==> config.mk <==
export PLATFORM = sky130hd
export DESIGN_NAME = clk_div_multi
export DESIGN_NICKNAME = d
export VERILOG_FILES = /design/src/rtl/clk_div_multi.sv
export SDC_FILE = /design/constraint.sdc
export NUM_CORES = 1
export LEC_CHECK = 0
export CAP_MARGIN = 20
export CORE_ASPECT_RATIO = 1.2
export CORE_UTILIZATION = 60
export DETAILED_ROUTE_END_ITERATION = 6
export MAX_ROUTING_LAYER = met4
export PLACE_DENSITY = 0.82
export SYNTH_ARGS = -nofsm -noshare
export SYNTH_HDL_FRONTEND = slang
export SYNTH_SLANG_ARGS = --single-unit
==> constraint.sdc <==
create_clock -name clk50mhz -period 14.5 [get_ports clk50mhz]
set_input_delay 3.625 -clock clk50mhz [delete_from_list [all_inputs] [get_ports clk50mhz]]
set_output_delay 3.625 -clock clk50mhz [all_outputs]
set_load 0.02 [all_outputs]
==> src/rtl/clk_div_multi.sv <==
// Multi-channel programmable clock divider / clock-enable generator.
// Each channel: loadable divide ratio and high time, glitch-free update at wrap.
module clk_div_multi #(
    parameter int CH       = 3,
    parameter int DW       = 8,
    parameter int DEF_DIV  = 5,
    parameter int DEF_HIGH = 2
) (
    input  logic             clk50mhz,
    input  logic             rst,
    input  logic [CH-1:0]    en,
    input  logic [CH-1:0]    loadCh,
    input  logic [CH*DW-1:0] divVal,
    input  logic [CH*DW-1:0] highVal,
    output logic [CH-1:0]    clkOut,
    output logic [CH-1:0]    tick,
    output logic [CH-1:0]    cfgErr
);

    logic [DW-1:0] div_a_q  [CH];
    logic [DW-1:0] div_a_d  [CH];
    logic [DW-1:0] high_a_q [CH];
    logic [DW-1:0] high_a_d [CH];
    logic [DW-1:0] div_s_q  [CH];
    logic [DW-1:0] div_s_d  [CH];
    logic [DW-1:0] high_s_q [CH];
    logic [DW-1:0] high_s_d [CH];
    logic [DW-1:0] cnt_q    [CH];
    logic [DW-1:0] cnt_d    [CH];
    logic [CH-1:0] pend_q, pend_d;
    logic [CH-1:0] clk_q, clk_d;
    logic [CH-1:0] tick_q, tick_d;
    logic [CH-1:0] err_q, err_d;

    // Per-channel next state: counter, shadow capture, boundary apply, outputs
    always_comb begin
        logic [DW-1:0] div_in;
        logic [DW-1:0] high_in;
        logic [DW-1:0] div_nx;
        logic [DW-1:0] high_nx;
        logic [DW-1:0] cnt_nx;
        logic          wrap;
        logic          legal;
        logic          apply;
        div_in  = '0;
        high_in = '0;
        div_nx  = '0;
        high_nx = '0;
        cnt_nx  = '0;
        wrap    = 1'b0;
        legal   = 1'b0;
        apply   = 1'b0;
        pend_d  = pend_q;
        clk_d   = '0;
        tick_d  = '0;
        err_d   = err_q;
        for (int i = 0; i < CH; i++) begin
            div_in  = divVal[i*DW +: DW];
            high_in = highVal[i*DW +: DW];
            legal   = loadCh[i] && (div_in >= DW'(2));
            wrap    = (cnt_q[i] == div_a_q[i] - DW'(1));
            // A pending shadow lands at a wrap, or at once while stopped.
            apply   = pend_q[i] && (!en[i] || wrap);
            div_nx  = apply ? div_s_q[i]  : div_a_q[i];
            high_nx = apply ? high_s_q[i] : high_a_q[i];
            if (en[i]) begin
                cnt_nx = wrap ? '0 : cnt_q[i] + DW'(1);
            end else begin
                // Park at the last count so the first enabled edge wraps.
                cnt_nx = div_nx - DW'(1);
            end
            div_a_d[i]  = div_nx;
            high_a_d[i] = high_nx;
            cnt_d[i]    = cnt_nx;
            // The shadow captured on this edge waits for the next boundary.
            div_s_d[i]  = legal ? div_in  : div_s_q[i];
            high_s_d[i] = legal ? high_in : high_s_q[i];
            pend_d[i]   = legal ? 1'b1 : (apply ? 1'b0 : pend_q[i]);
            err_d[i]    = loadCh[i] ? !legal : err_q[i];
            clk_d[i]    = en[i] && (cnt_nx < high_nx);
            tick_d[i]   = en[i] && (cnt_nx == '0);
        end
    end

    // State registers, asynchronous reset to the default ratio
    always_ff @(posedge clk50mhz or posedge rst) begin
        if (rst) begin
            for (int i = 0; i < CH; i++) begin
                div_a_q[i]  <= DW'(DEF_DIV);
                high_a_q[i] <= DW'(DEF_HIGH);
                div_s_q[i]  <= DW'(DEF_DIV);
                high_s_q[i] <= DW'(DEF_HIGH);
                cnt_q[i]    <= DW'(DEF_DIV - 1);
            end
            pend_q <= '0;
            clk_q  <= '0;
            tick_q <= '0;
            err_q  <= '0;
        end else begin
            for (int i = 0; i < CH; i++) begin
                div_a_q[i]  <= div_a_d[i];
                high_a_q[i] <= high_a_d[i];
                div_s_q[i]  <= div_s_d[i];
                high_s_q[i] <= high_s_d[i];
                cnt_q[i]    <= cnt_d[i];
            end
            pend_q <= pend_d;
            clk_q  <= clk_d;
            tick_q <= tick_d;
            err_q  <= err_d;
        end
    end

    assign clkOut = clk_q;
    assign tick   = tick_q;
    assign cfgErr = err_q;

endmodule

==> results of run 1 <==
[final cells by class]
| class | count | area [µm²] | area share [%] |
|---|---|---|---|
| repair buffers | 69 | 686 | 7.76 |
| flip-flops and latches | 132 | 3330 | 37.7 |
| clock inverters | 13 | 230 | 2.61 |
| well taps | 161 | 201 | 2.28 |
| diodes | 1 | 2.50 | 0.0283 |
| multi-input cells | 509 | 3750 | 42.5 |
| inverters | 49 | 186 | 2.11 |
| clock buffers | 19 | 443 | 5.02 |
[registers in the layout, indices dropped and copies added, names as in the netlist, 24 cells and up]
register  flops
high_a_q     24
high_s_q     24
cnt_q        24
div_s_q      24
div_a_q      24
[cells by family after synthesis]
kind of cell             after synthesis
XOR/XNOR                              65
adder cells (fa/ha/maj)               29
flip-flops                           132
AO/OA/AOI/OAI                        117
multiplexers                          80
buffers and inverters                 81
AND/OR/NAND/NOR                      218
[where the power goes]
group | internal, mW | switching (mW) | leakage [nW]
combinational | 0.261 | 0.288 | 2.04
clock | 0.326 | 0.156 | 0.319
sequential | 0.468 | 0.106 | 1.56
total | 1.06 | 0.550 | 3.91
[final timing paths]
path,startpoint,to,slack (ns),depth (start not counted)
hold / removal,div_s_q[18],div_s_q[18],0.48,2
max in group asynchronous,rst,cnt_q[11],9.40,3
min in group asynchronous,rst,div_a_q[4],3.67,2
setup / recovery,en[1],clkOut[1],6.79,15
hold reg to reg,div_s_q[18],div_s_q[18],0.48,2
setup reg to reg,div_a_q[9],clkOut[1],9.01,18
[worst reg2reg max path, cell delays in order, from the launching register on]
cell and delay [ns]:
dfrtp_1 0.41, or3_1 0.49, or3_4 0.38, and3_4 0.20, nor4_4 0.33, o21ai_2 0.15
nand2_1 0.68, mux2_2 0.44, inv_1 0.07, ha_1 0.21, xor2_1 0.19, o22ai_1 0.13
ha_1 0.34, a21o_1 0.19, a21oi_1 0.25, nand3_1 0.11, a211o_1 0.24, a41o_1 0.22
a2111oi_2 0.36
[cells in the final DEF (no fill, tap or decap), drive strengths merged, types with 5 or more instances in the layout]
master | netlist | final
xor2 | 26 | 26
bufinv | 0 | 6
inv | 49 | 49
o211ai | 5 | 5
nor2b | 7 | 7
clkbuf | 24 | 19
nand2b | 9 | 9
nand3 | 22 | 22
clkdlybuf4s50 | 0 | 64
nand4 | 7 | 7
nand2 | 84 | 84
or3 | 5 | 5
nand3b | 5 | 5
nor4 | 8 | 8
xnor2 | 38 | 38
or4 | 6 | 6
nor2 | 34 | 34
mux2i | 30 | 30
dfstp | 21 | 21
dfrtp | 111 | 111
o22ai | 16 | 16
o21ai | 25 | 25
o31ai | 8 | 8
ha | 29 | 29
nor3 | 12 | 12
buf | 8 | 5
mux2 | 50 | 50
a21oi | 23 | 23
[metrics by stage]
| stage | setup WS, ns | hold WS (ns) | cells |
|---|---|---|---|
| after floorplan | 7.38 | 0.448 | 722 |
| after global placement | 6.75 | 0.462 | 918 |
| after detailed placement | 6.53 | 0.470 | 918 |
| after CTS | 6.88 | 0.485 | 950 |
| after global routing | 6.56 | 0.495 | 953 |
| final | 6.79 | 0.479 | 953 |
[layer usage]
layer | wire, µm | track usage (%) | part of all wire (%) | vias to the layer above
met5 | 0 | - | 0 | -
met2 | 8150 | 45.6 | 50 | 162
met3 | 772 | 6.56 | 4.7 | 34
li1 | - | - | - | 2650
met1 | 7030 | 36.2 | 43 | 2737
met4 | 374 | 12.3 | 2.3 | 0
==> flow_metrics.tcl, run 1 <==
set metrics [dict create \
    die_h_um 123 \
    synth.area.mux_share_pct 11.7 \
    critPathMaxFanout 16 \
    worstPathArrival_ns 8.02 \
    worstMarginPinSlew_ns 0.914 \
    grt_max_degree 74 \
    synthCells 722 \
    yosysMostFrequentCell "dfrtp_1" \
    synth-compound-area-share_pct 11.2 \
    drv_slew 0 \
    root_buffer "clkbuf_16" \
    postCtsHoldBufs 0 \
    finalWirelength_mm 16.3 \
    vias 5583 \
    antenna_found_initial 1 \
    ys_async_sr_fraction_pct 100 \
    design.core.area_um2 12100 \
    ant_nets 0 \
    wire_per_inst_um 17.1 \
    path_common_cell "ha_1" \
    io_buffers 64 \
    crit_path_end_kind "flop" \
    critPathKind "input port to flop" \
    cpPeakStageDelay_ns 0.78 \
    path_buf_inv 2 \
    cts_max_level 4 \
    status "complete, no violations" \
    clock_sinks 132 \
    cts-resized-gates 0 \
    fin_tns_setup_ns 0 \
    clk_path_buf_depth 2 \
    gr-usage-all-layers_pct 29.0 \
    vias_per_cell 5.86 \
    drtIter0Drc 400 \
    synthFlopType "dfrtp_1" \
    crit_slowest_cell "clkdlybuf4s50_1" \
    final_util_pct 73.2 \
    die_x_um 103 \
    cts_buffers 17 \
    synth_edf_count 0 \
    place_area_um2 8130 \
    drc_errors 0 \
    yosys-top-cells-count "dfrtp_1 (111), nand2_1 (84), mux2_2 (50)" \
    synth_top_family_by_area "simple AND/OR/NAND/NOR gates" \
    worstPathRequired_ns 14.81 \
    ys_warn_count 0 \
    grt_pass1_vias 5652 \
    syn-cell-area_um2 7380 \
    synth_top_area_share_pct 37.7 \
    final_area_um2 8830 \
    grt_setup_unrepaired "false" \
    leakagePower_nw 3.91 \
    layout.nets 863 \
    dieArea_um2 12700 \
    cp-start-kind "input port" \
    fin_crit_ns 7.71 \
    critical-path-top-delay-family "compound AO/OA/AOI/OAI gates" \
    layout_worst_path_cycle_share_pct 53.2 \
    clk_pin_slew_ns 0.06 \
    synth_fa_ha_area_share_pct 4.92 \
    cts_tree "built" \
    dr.pass1.iters 5 \
    routabilityCongestion 0.981 \
    ios 65 \
    num-fill-cells 821 \
    fmax_ghz 0.130 \
    clk_latency_ns 0.43 \
    start_util_pct 61.2 \
    syn_avg_cell_area_um2 10.2 \
    slew_headroom_pct 39.1 \
    std_cell_rows 44 \
    ir_drop_uv 123 \
    hp-class "flop to flop" \
    fin_skew_ns 0.0143 \
    synth_fp_nets 807 \
    total_power_mw 1.61 \
    synthDistinctLibCells 65 \
    maxCapViolCount 0 \
    hold_viol 0 \
    synth_xor_area_share_pct 7.91 \
    area_growth_pct 19.7 \
    grt_pass1_wl_mm 27.0 \
    drive_gt1_share_pct 15.4 \
    path_cells "clkdlybuf4s50_1, o21ai_2, nand2_1, mux2_2, inv_1, ha_1, xor2_1, o22ai_1, ha_1, a21o_1, a21oi_1, nand3_1, a211o_1, a41o_1, a2111oi_2" \
    synth_seq_area_share_pct 45.1 \
    hpwlAfterDp_mm 11.6 \
    synth_simple_gate_area_share_pct 14.8 \
    setup_violations 0 \
    cellPowerDensity_nw_per_um2 182 \
    grt_overflow_total 0 \
    postCtsSetupBuffers 0 \
    ys_seq_elements 132 \
    synthTopCellsByArea "dfrtp_1 (38%), mux2_2 (7.6%), dfstp_2 (7.5%)" \
    yosysTopAreaCell "dfrtp_1" \
]
Note: power is estimated with default switching activity, not from simulation.
==> inputs of run 2 (changes only) <==
CORE_UTILIZATION = 53   (was 60)
PLACE_DENSITY = 0.77   (was 0.82)
clock period = 6.51 ns   (was 14.5 ns; I/O delays follow)
==> flow_metrics.tcl, run 2 (same netlist as run 1, synthesis figures left out) <==
set metrics [dict create \
    status "complete, no violations" \
    vias_per_cell 5.87 \
    grt_max_degree 87 \
    finalWorstSetupSlack_ns 1.22 \
    leakagePower_nw 3.91 \
    std_cell_rows 46 \
    dr.pass1.iters 5 \
    cts-resized-gates 0 \
    root_buffer "clkbuf_16" \
    start_util_pct 55.0 \
    dp_cells 927 \
    ios 65 \
    final_util_pct 65.7 \
    maxCapViolCount 0 \
    critPathMaxFanout 14 \
    ant_nets 0 \
    place_ws_ns 0.842 \
    routabilityCongestion 0.948 \
    grt_pass1_wl_mm 27.9 \
    clk_path_buf_depth 2 \
    clk_latency_ns 0.42 \
    dieArea_um2 14400 \
    cts_buffers 17 \
    worstMarginPinSlew_ns 0.905 \
    fin_skew_ns 0.0103 \
    n_antenna_cell 0 \
    slew_headroom_pct 39.5 \
    fin_tns_setup_ns 0 \
    hp-class "flop to flop" \
    final_cell_mix "dfrtp_1 (111), nand2_1 (84), clkdlybuf4s50_1 (64)" \
    finalWirelength_mm 16.6 \
    total_power_mw 3.52 \
    final_cells 961 \
    cp-start-kind "input port" \
    hold_viol 0 \
    antenna_found_initial 0 \
    num-fill-cells 1020 \
    die_h_um 131 \
    drive_gt1_share_pct 15.6 \
    seq_area_um2 3330 \
    final_common_cell "dfrtp_1" \
    layout_worst_path_cycle_share_pct 81.3 \
    worstPathRequired_ns 6.80 \
    area_growth_pct 19.4 \
    fmax_ghz 0.189 \
    wire_per_inst_um 17.3 \
    postCtsSetupBuffers 0 \
    vias 5639 \
    worstPathArrival_ns 5.58 \
    ir_drop_uv 249 \
    cts_tree "built" \
    multi_input_area_um2 3740 \
    drtIter0Drc 395 \
    clock_sinks 132 \
    design.core.area_um2 13400 \
    critPathKind "input port to flop" \
    cts_max_level 4 \
    clk_pin_slew_ns 0.06 \
    postCtsHoldBufs 0 \
    drc_errors 0 \
    crit_path_end_kind "flop" \
    io_buffers 64 \
    grt_pass1_vias 5709 \
    fin_crit_ns 5.29 \
    layout.nets 865 \
    grt_setup_unrepaired "false" \
    cellPowerDensity_nw_per_um2 400 \
    setup_violations 0 \
    die_x_um 110 \
    drv_slew 0 \
    hpwlAfterDp_mm 12.1 \
    grt_overflow_total 0 \
    gr-usage-all-layers_pct 25.7 \
]
run 2: per-stage QoR:
step	hold WS, ns	instance area [µm²]
detailed placement	0.470	8150
CTS	0.483	8770
floorplan	0.448	7380
global route	0.504	8810
finish	0.479	8810
global placement	0.463	8150
run 2: layer usage:
layer / vias to the layer above / wire, µm / global-route usage (%)
met5: - / 0 / -
met4: 0 / 386 / 9.11
met3: 38 / 750 / 4.27
met2: 192 / 8700 / 42.9
met1: 2753 / 6810 / 31.1
li1: 2656 / - / -
run 2: cell type report:
cell class | count | share of cell area [%]
clock inverter | 9 | 1.42
sequential | 132 | 37.8
tap | 168 | 2.39
clock buffer | 23 | 5.65
inverter | 49 | 2.12
timing repair buffer | 71 | 8.14
multi-input combinational | 509 | 42.5
run 2: report_power, final:
part           internal [mW]  leakage (nW)  switching [mW]
logic                  0.587          2.05           0.667
clock network          0.650         0.305           0.339
registers               1.04          1.56           0.238
run 2: critical path, stage by stage:
cell and delay, ns:
clkdlybuf4s50_1 0.76, o21ai_2 0.20, nand2_1 0.36, mux2_2 0.40, inv_1 0.07, ha_1 0.21, xor2_1 0.09, o22ai_1 0.25
ha_1 0.30, a21o_1 0.18, a21oi_1 0.20, nand3_1 0.10, a211o_1 0.24, a41o_1 0.22, a2111oi_2 0.37
run 2: final timing paths:
check | start | endpoint | slack [ns] | cells past startpoint
setup / recovery | en[1] | clkOut[1] | 1.22 | 15
hold / removal | cfgErr[1] | cfgErr[1] | 0.48 | 1
setup reg to reg | div_a_q[9] | clkOut[1] | 1.42 | 18
hold reg to reg | cfgErr[1] | cfgErr[1] | 0.48 | 1
max in group asynchronous | rst | cnt_q[14] | 3.80 | 4
min in group asynchronous | rst | high_a_q[6] | 1.48 | 2
==> inputs of run 3 (changes only) <==
CORE_UTILIZATION = 58   (was 53)
PLACE_DENSITY = 0.8   (was 0.77)
clock period = 5.4 ns   (was 6.51 ns; I/O delays follow)
==> flow_metrics.tcl, run 3 (same netlist as run 1, synthesis figures left out) <==
set metrics [dict create \
    cellPowerDensity_nw_per_um2 482 \
    worstPathArrival_ns 5.29 \
    grt_pass1_wl_mm 27.8 \
    swShare_pct 35.2 \
    power_frac_seq_pct 36.4 \
    clkPwrFrac_pct 28.8 \
    grt_setup_unrepaired "false" \
    cts_buffers 17 \
    drv_slew 0 \
    start_util_pct 60.4 \
    final_common_cell "dfrtp_1" \
    die_h_um 126 \
    fmax_ghz 0.201 \
    vias_per_cell 5.89 \
    final_util_pct 72.2 \
    clk_pin_slew_ns 0.06 \
    root_buffer "clkbuf_16" \
    grt_max_degree 70 \
    grt_pass1_vias 5789 \
    crit_slowest_cell "or3_1" \
    path_cells "or3_1, or3_4, and3_4, nor4_4, o21ai_2, nand2_1, mux2_2, inv_1, ha_1, xor2_1, o22ai_1, ha_1, a21o_1, a21oi_1, and3_1, o211ai_1, a41o_1, a2111oi_2" \
    clk_latency_ns 0.43 \
    use_met3_pct 5.16 \
    antenna_found_initial 0 \
    gr-usage-all-layers_pct 27.7 \
    finalWorstSetupSlack_ns 0.422 \
    fin_crit_ns 4.98 \
    routabilityCongestion 0.908 \
    fin_skew_ns 0.00842 \
    leakagePower_nw 3.91 \
    cts_max_level 4 \
    postCtsHoldBufs 0 \
    intPower_mw 2.76 \
    setup_violations 0 \
    cts_tree "built" \
    critPathMaxFanout 7 \
    num-fill-cells 903 \
    drive_gt1_share_pct 15.7 \
    final_cell_mix "dfrtp_1 (111), nand2_1 (84), clkdlybuf4s50_1 (64)" \
    final_area_um2 8830 \
    ant_nets 0 \
    wire_per_inst_um 17.2 \
    final_cells 955 \
    slew_headroom_pct 30.1 \
    clock_sinks 132 \
    n_antenna_cell 0 \
    worstMarginPinSlew_ns 1.04 \
    place_area_um2 8190 \
    use_met1_pct 31.7 \
    drc_errors 0 \
    multi_input_area_um2 3760 \
    grt_overflow_total 0 \
    cp-start-kind "flop" \
    postCtsSetupBuffers 0 \
    total_power_mw 4.26 \
    finalWirelength_mm 16.4 \
    place_ws_ns 0.465 \
    die_x_um 105 \
    critPathKind "flop to flop" \
    io_buffers 64 \
    area_growth_pct 19.7 \
    hpwlAfterDp_mm 12.0 \
    ios 65 \
    clk_path_buf_depth 2 \
    dieArea_um2 13200 \
    critical-path-top-delay-family "simple AND/OR/NAND/NOR gates" \
    path_common_cell "ha_1" \
    layout_worst_path_cycle_share_pct 92.2 \
    hp-class "flop to flop" \
    hold_viol 0 \
    cpPeakStageDelay_ns 0.49 \
    fin_hold_ws_ns 0.475 \
    status "complete, no violations" \
    ir_drop_uv 305 \
    fin_tns_setup_ns 0 \
    drtIter0Drc 300 \
    busiest_layer "met2" \
    p_comb_share_pct 34.8 \
    layout.nets 866 \
    std_cell_rows 44 \
    dr.pass1.iters 4 \
    dp_cells 923 \
    vias 5621 \
    maxCapViolCount 0 \
    worstPathRequired_ns 5.72 \
    cts-resized-gates 0 \
    grt_use_met2_pct 47.1 \
    crit_path_end_kind "flop" \
    path_buf_inv 1 \
    design.core.area_um2 12200 \
    seq_area_um2 3330 \
    p_sw_mw 1.50 \
]
[run 3: cell types whose count changed in the layout (fill, tap and decap cells not counted), sizes merged]
cell / previous run / this run
clkinvlp: 2 / 4
clkinv: 4 / 3
bufinv: 3 / 4
buf: 7 / 8
clkbuf: 23 / 20
inv: 49 / 50
[run 3: per-layer routing]
metal	part of all wire, %	up-vias
met1	40	2767
met2	53	154
met4	2.8	0
met5	0	-
li1	-	2661
met3	4.3	39
[run 3: path summary, 6_finish.rpt]
check	startpoint	end	slack, ns	depth (start not counted)
max in group asynchronous	rst	div_s_q[18]	3.11	3
setup / recovery	div_a_q[9]	clkOut[1]	0.42	18
min in group asynchronous	rst	high_s_q[4]	1.43	2
hold reg to reg	cfgErr[1]	cfgErr[1]	0.47	1
hold / removal	cfgErr[1]	cfgErr[1]	0.47	1
setup reg to reg	div_a_q[9]	clkOut[1]	0.42	18
[run 3: power by group through the flow]
stage | clock (mW) | combinational [mW] | sequential [mW]
4_1_cts | 1.24 | 1.48 | 1.54
3_3_place_gp | 0 | 1.40 | 1.54
2_1_floorplan | 0 | 1.19 | 1.42
3_5_place_dp | 0 | 1.46 | 1.56
5_1_grt | 1.29 | 1.65 | 1.58
6_report | 1.23 | 1.48 | 1.55
[run 3: layout make-up]
class                      instances  share of cell area, %
clock buffer                      20                   5.17
timing repair buffer              72                   8.08
clock inverter                    12                   2.01
tap                              161                   2.28
inverter                          49                   2.11
sequential                       132                   37.7
multi-input combinational        509                   42.6
